==> src/rtl/game_ctrl.sv <==
// Pong-style match controller: sequences IDLE/SERVE/PLAY/POINT/OVER, keeps scores and picks the winner.
// Define GAME_CTRL_WIN_BY_TWO_EN to require a two-point lead to win (deuce folds back to WIN_SCORE-1).
module game_ctrl #(
  parameter int WIN_SCORE    = 11,
  parameter int SERVE_FRAMES = 60,
  parameter int SCREEN_WIDTH = 640,
  parameter int BALL_SIZE    = 4
) (
  input  logic       clk,
  input  logic       reset,
  input  logic       frame_tick,
  input  logic       start,
  input  logic [9:0] ball_x,
  output logic       ball_load,
  output logic       ball_run,
  output logic       serve_dir,
  output logic [3:0] score1,
  output logic [3:0] score2,
  output logic [1:0] winner,
  output logic [2:0] state
);

  localparam logic [2:0] IDLE  = 3'd0;
  localparam logic [2:0] SERVE = 3'd1;
  localparam logic [2:0] PLAY  = 3'd2;
  localparam logic [2:0] POINT = 3'd3;
  localparam logic [2:0] OVER  = 3'd4;

  localparam int              CNT_W      = $clog2(SERVE_FRAMES + 1);
  localparam logic [CNT_W-1:0] SERVE_LAST = CNT_W'(SERVE_FRAMES);
  localparam logic [4:0]      WIN5       = 5'(WIN_SCORE);
  localparam logic [3:0]      WIN4       = 4'(WIN_SCORE);
  localparam logic [9:0]      RIGHT_EDGE = 10'(SCREEN_WIDTH - BALL_SIZE);

  logic             start_q;
  logic             armed;
  logic             start_rise;
  logic [CNT_W-1:0] serve_cnt;
  logic [CNT_W-1:0] serve_cnt_inc;
  logic             point_won;
  logic             last_p1;

  logic       point_hit;
  logic       p1_scores;
  logic [4:0] s1_next;
  logic [4:0] s2_next;
  logic [4:0] scorer_new;
  logic [4:0] other_new;
  logic       won;
  logic [3:0] s1_sat;
  logic [3:0] s2_sat;

  // armed stays low until start is seen low, so a button held through reset release cannot start a game
  assign start_rise    = start && !start_q && armed;
  assign serve_cnt_inc = serve_cnt + CNT_W'(1);
  assign ball_run      = (state == PLAY);

  assign point_hit = frame_tick && ((ball_x == 10'd0) || (ball_x >= RIGHT_EDGE));
  assign p1_scores = (ball_x != 10'd0);

  // Score arithmetic is one bit wider so a point past WIN_SCORE can still be judged before saturating
  always_comb begin
    s1_next    = {1'b0, score1} + {4'd0, p1_scores};
    s2_next    = {1'b0, score2} + {4'd0, !p1_scores};
    scorer_new = p1_scores ? s1_next : s2_next;
    other_new  = p1_scores ? s2_next : s1_next;
    s1_sat     = (s1_next > WIN5) ? WIN4 : s1_next[3:0];
    s2_sat     = (s2_next > WIN5) ? WIN4 : s2_next[3:0];
`ifdef GAME_CTRL_WIN_BY_TWO_EN
    won = (scorer_new >= WIN5) && (scorer_new >= other_new + 5'd2);
    if ((s1_next == WIN5) && (s2_next == WIN5)) begin
      s1_sat = WIN4 - 4'd1;
      s2_sat = WIN4 - 4'd1;
    end
`else
    won = (scorer_new >= WIN5);
`endif
  end

  always_ff @(posedge clk or posedge reset) begin
    if (reset) begin
      state     <= IDLE;
      score1    <= 4'd0;
      score2    <= 4'd0;
      winner    <= 2'b00;
      ball_load <= 1'b0;
      serve_dir <= 1'b1;
      serve_cnt <= '0;
      start_q   <= 1'b0;
      armed     <= 1'b0;
      point_won <= 1'b0;
      last_p1   <= 1'b0;
    end else begin
      start_q   <= start;
      ball_load <= 1'b0;
      if (!start) begin
        armed <= 1'b1;
      end
      case (state)
        IDLE: begin
          if (start_rise) begin
            state     <= SERVE;
            ball_load <= 1'b1;
            serve_cnt <= '0;
            serve_dir <= 1'b1;
          end
        end
        SERVE: begin
          if (frame_tick) begin
            serve_cnt <= serve_cnt_inc;
            if (serve_cnt_inc == SERVE_LAST) begin
              state <= PLAY;
            end
          end
        end
        PLAY: begin
          if (point_hit) begin
            state     <= POINT;
            score1    <= s1_sat;
            score2    <= s2_sat;
            point_won <= won;
            last_p1   <= p1_scores;
          end
        end
        // The serve goes away from whoever just scored
        POINT: begin
          if (point_won) begin
            state  <= OVER;
            winner <= last_p1 ? 2'b01 : 2'b10;
          end else begin
            state     <= SERVE;
            ball_load <= 1'b1;
            serve_cnt <= '0;
            serve_dir <= last_p1;
          end
        end
        OVER: begin
          if (start_rise) begin
            state  <= IDLE;
            score1 <= 4'd0;
            score2 <= 4'd0;
            winner <= 2'b00;
          end
        end
        default: state <= IDLE;
      endcase
    end
  end

endmodule

==> config.mk <==
export PLATFORM = sky130hd
export DESIGN_NAME = game_ctrl
export DESIGN_NICKNAME = d
export VERILOG_FILES = /design/src/rtl/game_ctrl.sv
export SDC_FILE = /design/constraint.sdc
export NUM_CORES = 1
export LEC_CHECK = 0
export BUFFER_PORTS_ARGS = -buffer_cell sky130_fd_sc_hd__buf_4
export CAP_MARGIN = 10
export CORE_MARGIN = 2
export CORE_UTILIZATION = 35
export CTS_CLUSTER_SIZE = 8
export DETAILED_ROUTE_END_ITERATION = 7
export GPL_TIMING_DRIVEN = 1
export SYNTH_ARGS = -nofsm -noshare
export SYNTH_HDL_FRONTEND = slang
export SYNTH_SLANG_ARGS = --single-unit
==> constraint.sdc <==
create_clock -name clk -period 3.11 [get_ports clk]
set_input_delay 0.1555 -clock clk [delete_from_list [all_inputs] [get_ports clk]]
set_output_delay 0.1555 -clock clk [all_outputs]
set_load 0.02 [all_outputs]
# --- Word level (Yosys, flattened, before mapping) ---
# Index checks and enable logic that the tools add are counted.
op_classes:
  n_shift: 0
  n_lt_le_gt_ge: 4
  add_sub_neg: 3
  n_mul: 0
  reduce_logical: 19
  div: 0
  eq_ne: 12
  n_mux: 29
  bitwise: 0
ops:
  columns: ["cell", "count"]
  rows:
  - ["$mux 4", 5]
  - ["$mux 3", 6]
  - ["$mux 6", 3]
  - ["$pmux 6 s3", 1]
  - ["$pmux 4 s2", 2]
  - ["$pmux 3 s5", 1]
  - ["$ne 2x2->1 const B", 6]
  - ["$add 4x1->5", 2]
  - ["$ge 10x10->1 const B", 1]
  - ["$gt 5x4->1 const B", 2]
  - ["$logic_not 10->1", 1]
  - ["$reduce_bool 10->1", 1]
  - ["$reduce_and 3->1", 3]
  - ["$add 6x1->6 const B", 1]
  - ["$eq 3x2->1 const B", 2]
  - ["$eq 6x6->1 const B", 1]
  - ["$mux 2", 3]
  - ["$reduce_bool 2->1", 3]
  - ["$ge 5x4->1 const B", 1]
  - ["$mux 5", 1]
  - ["$reduce_and 5->1", 1]
  - ["$mux 1", 4]
  - ["$pmux 1 s2", 2]
  - ["$pmux 2 s2", 1]
  - ["other kinds (10)", 13]
word_totals:
  elab_cells: 78
  memories: 0
  rom_bits: 0
  output_inout_bits: 16
  ram_bits: 0
  input_bits: 14
  ff_bits: 25
  latchBits: 0

# --- Logic depth before layout (Yosys ltp) ---
# Gate-level depths: netlist of the first run.
depth:
  word_depth: 7
  ltp_mapped: 10
  mapped_depth_nobuf: 9

# --- Least setup slack after synthesis of the first run ---
# OpenSTA, ideal clock, no wires.
synth_timing:
  path_type: "input to register"
  from: "input ball_x[1]"
  to: "register point_won"
  setup_slack_ps: 990
  t_required_ps: 3015
  setup_time_ps: 95
  stages: 9
  path_buffers: 1
  arrival_ps: 2024
  path_cell_list: "nor4_4 > and3_4 > buf_4 > ha_1 > nand2_1 > or4b_2 > nand3_1 > nor3b_1 > o31ai_1"
synth_between:
  elab_chain_len: 5
  elab_cells_between_ends: 11
  classes_between: "2 x add/sub; 2 x order compare; 1 x mux; 6 x reduce/logical"
synth_lines:
  columns: ["element", "line", "text"]
  rows:
  - ["from (decl)", "13", "input logic [9:0] ball_x,"]
  - ["$reduce_bool 10->1", "59", "assign p1_scores = (ball_x != 10'd0);"]
  - ["$logic_not 1->1", "64", "s2_next = {1'b0, score2} + {4'd0, !p1_scores};"]
  - ["$add 4x1->5", "64", null]
  - ["$mux 5", "65", "scorer_new = p1_scores ? s1_next : s2_next;"]
  - ["$ge 5x4->1", "76", "won = (scorer_new >= WIN5);"]
  - ["to (signal assigned)", "121", "point_won <= won;"]
  - ["to (decl)", "40", "logic point_won;"]
# Parallel ways exist; a longest one is shown, timed or not.
# A chain may end at the register's enable or synchronous reset.

# --- Worst setup path after layout of the first run ---
layout_timing:
  from: "register score2[0]"
  to: "register point_won"
layout_between:
  elab_chain_len: 3
layout_lines:
  columns: ["element", "line", "text"]
  rows:
  - ["from (decl)", "18", "output logic [3:0] score2,"]
  - ["from (signal assigned)", "120", "score2 <= s2_sat;"]
  - ["$add 4x1->5", "64", null]
  - ["$mux 5", "65", null]
  - ["$ge 5x4->1", "76", null]
# No other way between the ends.

==> results of run 1 <==
-- logic make-up (layout without fill, tap and decap cells) --
group	after synthesis	after routing	share of synthesized area
muxes	1	1	0.006488
DFF	25	25	0.4063
buffers and inverters	13	39	0.04136
adders and majority gates	4	4	0.03244
and+or+nand+nor	75	75	0.2968
xor gates and xnor gates	2	2	0.01136
AOI/OAI and AO/OA	46	46	0.2052
-- state kept, by name, summed over array words and instances (netlist names) --
name / flops
score2: 4
last_p1: 1
point_won: 1
score1: 4
ball_load: 1
serve_dir: 1
state: 3
serve_cnt: 6
start_q: 1
armed: 1
winner: 2
-- placed cells by master, fill, tap and decap left out, types with 3 or more instances in the layout --
cell type,Yosys,final
buf_4,1,29
dfrtp_1,24,24
nand2_1,19,19
o21ai_0,17,17
nand3_1,13,13
nor2_1,9,9
inv_1,6,6
a21oi_1,4,4
nor3b_1,4,4
ha_1,4,4
nand3b_1,3,3
nor3_1,3,3
nor2b_1,3,3
o31ai_1,3,3
o211ai_1,3,3
clkbuf_8,0,3
-- report_power, final --
group,switching [mW],internal (mW)
combinational,0.0813,0.0710
clock,0.103,0.0915
sequential,0.0416,0.366
total,0.225,0.528
-- through the flow --
step,total power [mW],area (um^2),setup WS [ns]
after floorplan,0.5056,1543,0.9904
after global placement,0.5592,1784,0.8194
after CTS,0.7583,1829,0.9786
after global routing,0.8010,1829,0.8674
final,0.7537,1829,0.9864
after detailed placement,0.5675,1784,0.7335
-- worst reg2reg max path, stage by stage, from the launching register on --
cell	delay (ns)
dfrtp_1	0.43
ha_1	0.26
ha_1	0.25
or4b_2	0.68
nand3_1	0.17
nor3b_1	0.07
o31ai_1	0.19
-- metal layers --
layer / up-vias / track usage
li1: 658 / -
met1: 668 / 0.1890
met5: - / 0
met2: 30 / 0.2495
met3: 2 / 0.01732
met4: 0 / 0.05556
-- layout make-up --
cell class	count	area [um^2]	area share
Clock buffer	4	45.04	0.02462
Inverter	6	22.52	0.01231
Multi-Input combinational cell	128	852.1	0.4658
Sequential cell	25	626.9	0.3427
Tap cell	52	65.06	0.03557
Timing Repair Buffer	29	217.7	0.1190
-- synthesized netlist by cell type, drive strengths merged (2+ instances only) --
| master | instances | share of area |
|---|---|---|
| clkbuf | 3 | 0.0081 |
| nor2b | 3 | 0.012 |
| nor4b | 2 | 0.011 |
| and3 | 2 | 0.011 |
| nor3 | 3 | 0.0097 |
| a21o | 2 | 0.0097 |
| nor4 | 3 | 0.032 |
| a31oi | 2 | 0.0081 |
| a211oi | 2 | 0.0097 |
| nand2b | 3 | 0.017 |
| o211ai | 4 | 0.023 |
| or2 | 2 | 0.0081 |
| a311o | 2 | 0.013 |
| a2bb2oi | 2 | 0.011 |
| nor3b | 5 | 0.032 |
| inv | 6 | 0.015 |
| nand3 | 13 | 0.042 |
| nand2 | 19 | 0.046 |
| or3 | 2 | 0.0081 |
| buf | 4 | 0.019 |
| dfrtp | 24 | 0.39 |
| ha | 4 | 0.032 |
| o31ai | 3 | 0.015 |
| nor2 | 9 | 0.022 |
| a21oi | 4 | 0.013 |
| and2 | 3 | 0.014 |
| o21ai | 19 | 0.071 |
| nand3b | 3 | 0.015 |
-- worst max path at each step --
stage | from | end | slack, ns | cells past startpoint
finish | score2[0] | point_won | 0.99 | 6
global route | score2[0] | point_won | 0.87 | 6
CTS | score2[0] | point_won | 0.98 | 6
detailed placement | ball_x[0] | point_won | 0.73 | 9
global placement | ball_x[0] | point_won | 0.82 | 9
floorplan | ball_x[1] | point_won | 0.99 | 9
==> flow_summary.toml, run 1 <==
[die]
io_pins = 30
rows = 24
die_x_um = 70.39
start_util = 0.3593
die_h_um = 70.39
die_area_um2 = 4955
core_area_um2 = 4294

[min_path]
holdPathEnd = "start_q"
whs_path_depth = 1
hp-class = "in2reg"
min_from = "start"

[cells_and_area]
fillCellCount = 425
fin_nets = 211
final_cells = 244
num_antenna_cells = 0
final_util = 0.4260
area_delta_synth_final_pct = 18.57
drive_gt1_frac = 0.2292

[timing]
finalSetupTns_ns = 0
hold_slack_ns = 0.01841
clock.fmax_mhz = 470.9
worst_pin_slew_ns = 0.9723
relSlewSlack = 0.3511
rsz0062_at_grt = "no"
drv_slew = 0
post-route-period-util = 0.6828
hold_viol_final = 0
post-route-min-period_ns = 2.124
clock_skew_ns = 0.007988
setup_viol = 0

[detailed_routing]
wl_per_cell_um = 14.01
wl_met3_um = 118
ant_nets = 0
vias_per_cell = 5.566
highest_layer = "met4"
wl_met2_um = 1687
first_pass_iters = 4
drt_wl_total_um = 3419
vias = 1358
drt-met1-wl_um = 1581
drt_iter0_markers = 68
drcViolationCount = 0

[place]
portBuffers = 29
dp.cells = 240
routabilityCongestion = 0.8404
dp_hpwl_um = 2506

[logic_synthesis]
seq_area_frac_synth = 0.4063
postSynthCellCount = 166
syn_nets = 184
syn_area_um2 = 1543
synth-edff-count = 0
ys_types = 52
async_flop_share = 1.000
ys_warn_count = 0
synth-seq-cells = 25
synth_flop_cell = "dfrtp_1"
syn_area_per_cell_um2 = 9.294

[grt]
antenna_found_initial = 0
grt_use_total = 0.1465
first_global_vias = 1338
grt_max_degree = 26
grt_pass1_wl_um = 6009
grt_overflow = 0

[power_and_ir_drop]
p_leak_nw = 0.7883
power_density_nw_per_um2 = 412.0
ir_worst_vdd_uv = 171.9

[cts]
cts.repair.resized = 0
numCtsBuffers = 3
clkTransAtPathRegs_ns = 0.09
hold_buffers = 0
cts_setup_buffers = 0
htreeDepth = 1
clk_latency_ns = 0.27
cts.sinks = 25
cts_tree = "built"
ctsLongestPathBuffers = 2
root_buffer = "clkbuf_8"

[worst_setup_path]
path_max_fanout = 5
critPathSlowestCell = "or4b_2"
r2r_end = "point_won"
max_stage_delay_ns = 0.68
crit_buf_inv = 0
crit_required_ns = 3.29
startpoint_type = "flip-flop"
path_delay_family = "simple AND/OR/NAND/NOR gates"
endpoint_kind = "flip-flop"
reg2reg_from = "score2[0]"
crit_top_cell = "ha_1"
worstRegToRegCells = 6
rrSetupSlack_ns = 0.99
crit_type = "reg2reg"
worstPathCellList = "ha_1 -> ha_1 -> or4b_2 -> nand3_1 -> nor3b_1 -> o31ai_1"
crit_arrival_ns = 2.30

[status]
status = "completed"

[flow_run]
max_cap_viol_count = 0
(Power assumes the default switching activity.)
==> run 2, diff against run 1 <==
==> constraint.sdc (replaced) <==
create_clock -name clk -period 1.98 [get_ports clk]
set_input_delay 0.099 -clock clk [delete_from_list [all_inputs] [get_ports clk]]
set_output_delay 0.099 -clock clk [all_outputs]
set_load 0.02 [all_outputs]
==> flow_summary.toml, run 2 (same netlist as run 1, synthesis figures left out) <==
[status]
status = "completed"

[flow_run]
max_cap_viol_count = 0

[power_and_ir_drop]
netSwitchingPower_uw = 367.6
clkPwrFrac = 0.261
p_int_uw = 839.6
ir_worst_vdd_uv = 579.7
switching_share = 0.3045
p_seq_frac = 0.528
share_comb_of_total_power = 0.211
power_density_nw_per_um2 = 606.1
p_leak_nw = 0.8724
power_mw = 1.207

[min_path]
min_from = "frame_tick"
hp-class = "in2reg"

[grt]
grt_overflow = 0
grt_use_total = 0.1515
antenna_found_initial = 0
grt_pass1_wl_um = 6189
first_global_vias = 1409
grt_max_degree = 26

[cts]
cts.sinks = 25
numCtsBuffers = 3
ctsLongestPathBuffers = 2
root_buffer = "clkbuf_8"
htreeDepth = 1
clkTransAtPathRegs_ns = 0.09
clk_latency_ns = 0.27
cts_tree = "built"
cts_setup_buffers = 0

[place]
routabilityCongestion = 0.7844
dp_hpwl_um = 2716
dp.cells = 255
portBuffers = 29

[timing]
relSlewSlack = 0.7223
clock_skew_ns = 0.006998
drv_slew = 0
hold_viol_final = 0
post-route-min-period_ns = 1.792
rsz0062_at_grt = "no"
post-route-period-util = 0.9053
setup_viol = 0
clock.fmax_mhz = 557.9
worst_pin_slew_ns = 0.4149

[detailed_routing]
vias = 1357
drt_iter0_markers = 71
first_pass_iters = 4
wl_per_cell_um = 13.36
drcViolationCount = 0
ant_nets = 0
vias_per_cell = 5.199
drt_wl_total_um = 3486

[cells_and_area]
final_cell_mix = "buf_4, dfrtp_1, nand2_1"
drive_gt1_frac = 0.3062
final_util = 0.4639
largest_reg_flops = 6
num_antenna_cells = 0
final_common_cell = "buf_4"
area_delta_synth_final_pct = 29.12
reg_top3 = "serve_cnt x6, score1 x4, score2 x4"
fin_nets = 228
final_cells = 261
regMostFlops = "serve_cnt"

[die]
die_h_um = 70.39
rows = 24
io_pins = 30
die_x_um = 70.39
core_area_um2 = 4294
start_util = 0.3593
die_area_um2 = 4955

[worst_setup_path]
endpoint_kind = "flip-flop"
worstPathCellList = "or2_1 -> or2_1 -> a21o_1 -> nand2b_4 -> o31ai_1"
crit_arrival_ns = 1.97
crit_type = "reg2reg"
critPathSlowestCell = "dfrtp_1"
startpoint_type = "flip-flop"
path_max_fanout = 9
path_delay_family = "simple AND/OR/NAND/NOR gates"
max_stage_delay_ns = 0.48
crit_buf_inv = 0
crit_top_cell = "or2_1"
reg2reg_from = "state[0]"
crit_required_ns = 2.15
cp-startpoint = "state[0]"
run 2: changes by cell type in the layout (fill, tap and decap cells not counted), sizes merged:
cell	before	now
dlygate4sd3	0	2
clkbuf	4	3
buf	29	44
clkinvlp	0	1
run 2: power by group through the flow:
| stage | Sequential, mW | Clock [mW] | Combinational, mW |
|---|---|---|---|
| 2_1_floorplan | 0.648 | 0 | 0.146 |
| 3_3_place_gp | 0.641 | 0 | 0.244 |
| 3_5_place_dp | 0.647 | 0 | 0.254 |
| 4_1_cts | 0.637 | 0.324 | 0.258 |
| 5_1_grt | 0.653 | 0.355 | 0.288 |
| 6_report | 0.638 | 0.315 | 0.255 |
run 2: final timing paths:
check / endpoint / slack, ns / depth (start not counted)
setup / recovery: serve_cnt[3] / 0.19 / 5
hold / removal: state[0] / 0.14 / 3
setup reg to reg: serve_cnt[3] / 0.19 / 5
hold reg to reg: armed / 0.48 / 1
max in group asynchronous: serve_dir / 1.27 / 4
min in group asynchronous: winner[1] / 0.42 / 4
run 2: cell type report:
type                       instances  area [um^2]
fill                             432         2302
timing repair buffer              46        350.3
inverter                           6        22.52
multi-input combinational        128        878.3
tap                               52        65.06
sequential                        25        626.9
clock inverter                     1        7.507
clock buffer                       3        41.29
run 2: tightest hold or removal path, stage by stage:
cell and delay (ns):
buf_4 0.12, o211ai_1 0.07, a221oi_1 0.08
run 2: what timing repair did:
item                                   CTS  global route
hold buffers                             2             0
setup endpoints to repair                0             2
endpoints found under the hold margin   26             0
gates resized for setup                  0             2
run 2: routing by layer:
metal | vias up | global-route usage | wire [um]
li1 | 689 | - | -
met1 | 640 | 0.1953 | 1558
met2 | 22 | 0.2547 | 1737
met3 | 6 | 0.03752 | 151
met4 | 0 | 0.03632 | 39
met5 | - | 0 | 0
run 2: through the flow:
stage	TNS [ns]	setup WS, ns	instance area (um^2)	hold slack [ns]
finish	0	0.1875	1992	0.1364
global route	0	0.06441	1992	0.1602
CTS	0	0.06509	1986	0.1456
detailed placement	-0.2624	-0.07198	1917	0.1769
global placement	-0.04577	-0.04577	1917	0.1739
floorplan	-0.009137	-0.009137	1567	0.1256
==> run 3, diff against run 2 <==
==> constraint.sdc (replaced) <==
create_clock -name clk -period 1.98 [get_ports clk]
set_input_delay 0 -clock clk [delete_from_list [all_inputs] [get_ports clk]]
set_output_delay 0 -clock clk [all_outputs]
set_load 0.02 [all_outputs]
==> flow_summary.toml, run 3 (same netlist as run 1, synthesis figures left out) <==
[status]
status = "completed"

[cts]
cts_setup_buffers = 0
htreeDepth = 1
clkTransAtPathRegs_ns = 0.09
cts_tree = "built"
clk_latency_ns = 0.27
ctsLongestPathBuffers = 2
cts.sinks = 25
root_buffer = "clkbuf_8"
numCtsBuffers = 3

[timing]
setup_viol = 0
rsz0062_at_grt = "no"
drv_slew = 0
clock_skew_ns = 0.003129
relSlewSlack = 0.5900
hold_viol_final = 0
worst_pin_slew_ns = 0.6144
post-route-min-period_ns = 1.864
hold_slack_ns = 0.03462
post-route-period-util = 0.9414
clock.fmax_mhz = 536.5

[cells_and_area]
regMostFlops = "serve_cnt"
multi_input_area_um2 = 870.8
reg_top3 = "serve_cnt x6, score1 x4, score2 x4"
final_cells = 259
largest_reg_flops = 6
fillCellCount = 429
final_common_cell = "buf_4"
area_delta_synth_final_pct = 27.58
final_cell_mix = "buf_4, dfrtp_1, nand2_1"
drive_gt1_frac = 0.2947
seq_area_um2 = 628.1
fin_nets = 226
num_antenna_cells = 0

[grt]
grt_use_total = 0.1696
first_global_vias = 1493
grt_max_degree = 18
antenna_found_initial = 0
grt_overflow = 0
grt_pass1_wl_um = 6824

[detailed_routing]
drcViolationCount = 0
wl_per_cell_um = 14.51
drt_iter0_markers = 55
vias_per_cell = 5.479
drt_wl_total_um = 3758
first_pass_iters = 4
ant_nets = 0
vias = 1419

[worst_setup_path]
reg2reg_from = "score2[0]"
endpoint_kind = "flip-flop"
worstPathCellList = "ha_2 -> ha_1 -> or4b_4 -> nand3_4 -> nor3b_1 -> o31ai_1"
max_stage_delay_ns = 0.55
path_max_fanout = 3
critPathSlowestCell = "or4b_4"
crit_type = "reg2reg"
crit_required_ns = 2.16
cp-startpoint = "score2[0]"
crit_arrival_ns = 2.04
startpoint_type = "flip-flop"

[die]
die_x_um = 70.39
rows = 24
core_area_um2 = 4294
io_pins = 30
die_area_um2 = 4955
start_util = 0.3593
die_h_um = 70.39

[place]
routabilityCongestion = 0.8043
dp.cells = 253
dp_hpwl_um = 2945
portBuffers = 29

[power_and_ir_drop]
p_leak_nw = 0.8713
ir_worst_vdd_uv = 254.9
power_density_nw_per_um2 = 610.1

[min_path]
hp-class = "in2reg"
min_from = "frame_tick"

[flow_run]
max_cap_viol_count = 0
## run 3: cell count changes in the layout (fill, tap and decap cells not counted), sizes merged
cell	previous run	this run
buf	44	42
clkinvlp	1	0
clkinv	0	1
## run 3: through the flow
stage	setup WS, ns	utilization	instance area (um^2)	power, mW	TNS, ns
final	0.1159	0.4583	1968	1.201	0
after global routing	0.04435	0.4583	1968	1.272	0
after CTS	0.0003326	0.4557	1957	1.209	0
after detailed placement	-0.03912	0.4403	1891	0.9017	-0.06108
after global placement	0.05070	0.4403	1891	0.8840	0
after floorplan	0.02374	-	1551	0.7942	0
## run 3: path summary, 6_finish.rpt
| path | depth (start not counted) | slack, ns | to |
|---|---|---|---|
| max reg2reg | 6 | 0.12 | point_won |
| max | 6 | 0.12 | point_won |
| min reg2reg | 1 | 0.49 | armed |
| min in group asynchronous | 3 | 0.36 | score1[0] |
| min | 3 | 0.03 | state[0] |
| max in group asynchronous | 4 | 0.96 | serve_dir |
## run 3: critical path: cells and delay by family, from the launching register on
| family | cells | cell delay [ns] |
|---|---|---|
| and+or+nand+nor | 3 | 0.70 |
| AOI/OAI and AO/OA | 1 | 0.25 |
| DFF | 1 | 0.42 |
| adders and majority gates | 2 | 0.40 |
## run 3: layer usage
metal | vias to the layer above | global-route usage | part of all wire
met3 | 7 | 0.02309 | 0.038
met1 | 683 | 0.2103 | 0.43
li1 | 693 | - | -
met2 | 36 | 0.2956 | 0.51
met5 | - | 0 | 0
met4 | 0 | 0.06624 | 0.015
## run 3: repair_timing
action,4_1_cts,5_1_grt
endpoints found under the hold margin,15,0
hold buffers,2,0
resized for setup,0,2
setup endpoints to repair,0,3
## run 3: layout make-up
| class | instances | share of cell area |
|---|---|---|
| clock buffer | 3 | 0.02098 |
| multi-input combinational | 128 | 0.4425 |
| inverter | 6 | 0.01144 |
| tap | 52 | 0.03306 |
| clock inverter | 1 | 0.002543 |
| timing repair buffer | 44 | 0.1704 |
| sequential | 25 | 0.3191 |
## run 3: report_power, final
part	internal (mW)	total (mW)	switching [mW]
Combinational	0.120	0.255	0.135
Sequential	0.574	0.640	0.0655
Clock	0.141	0.306	0.165
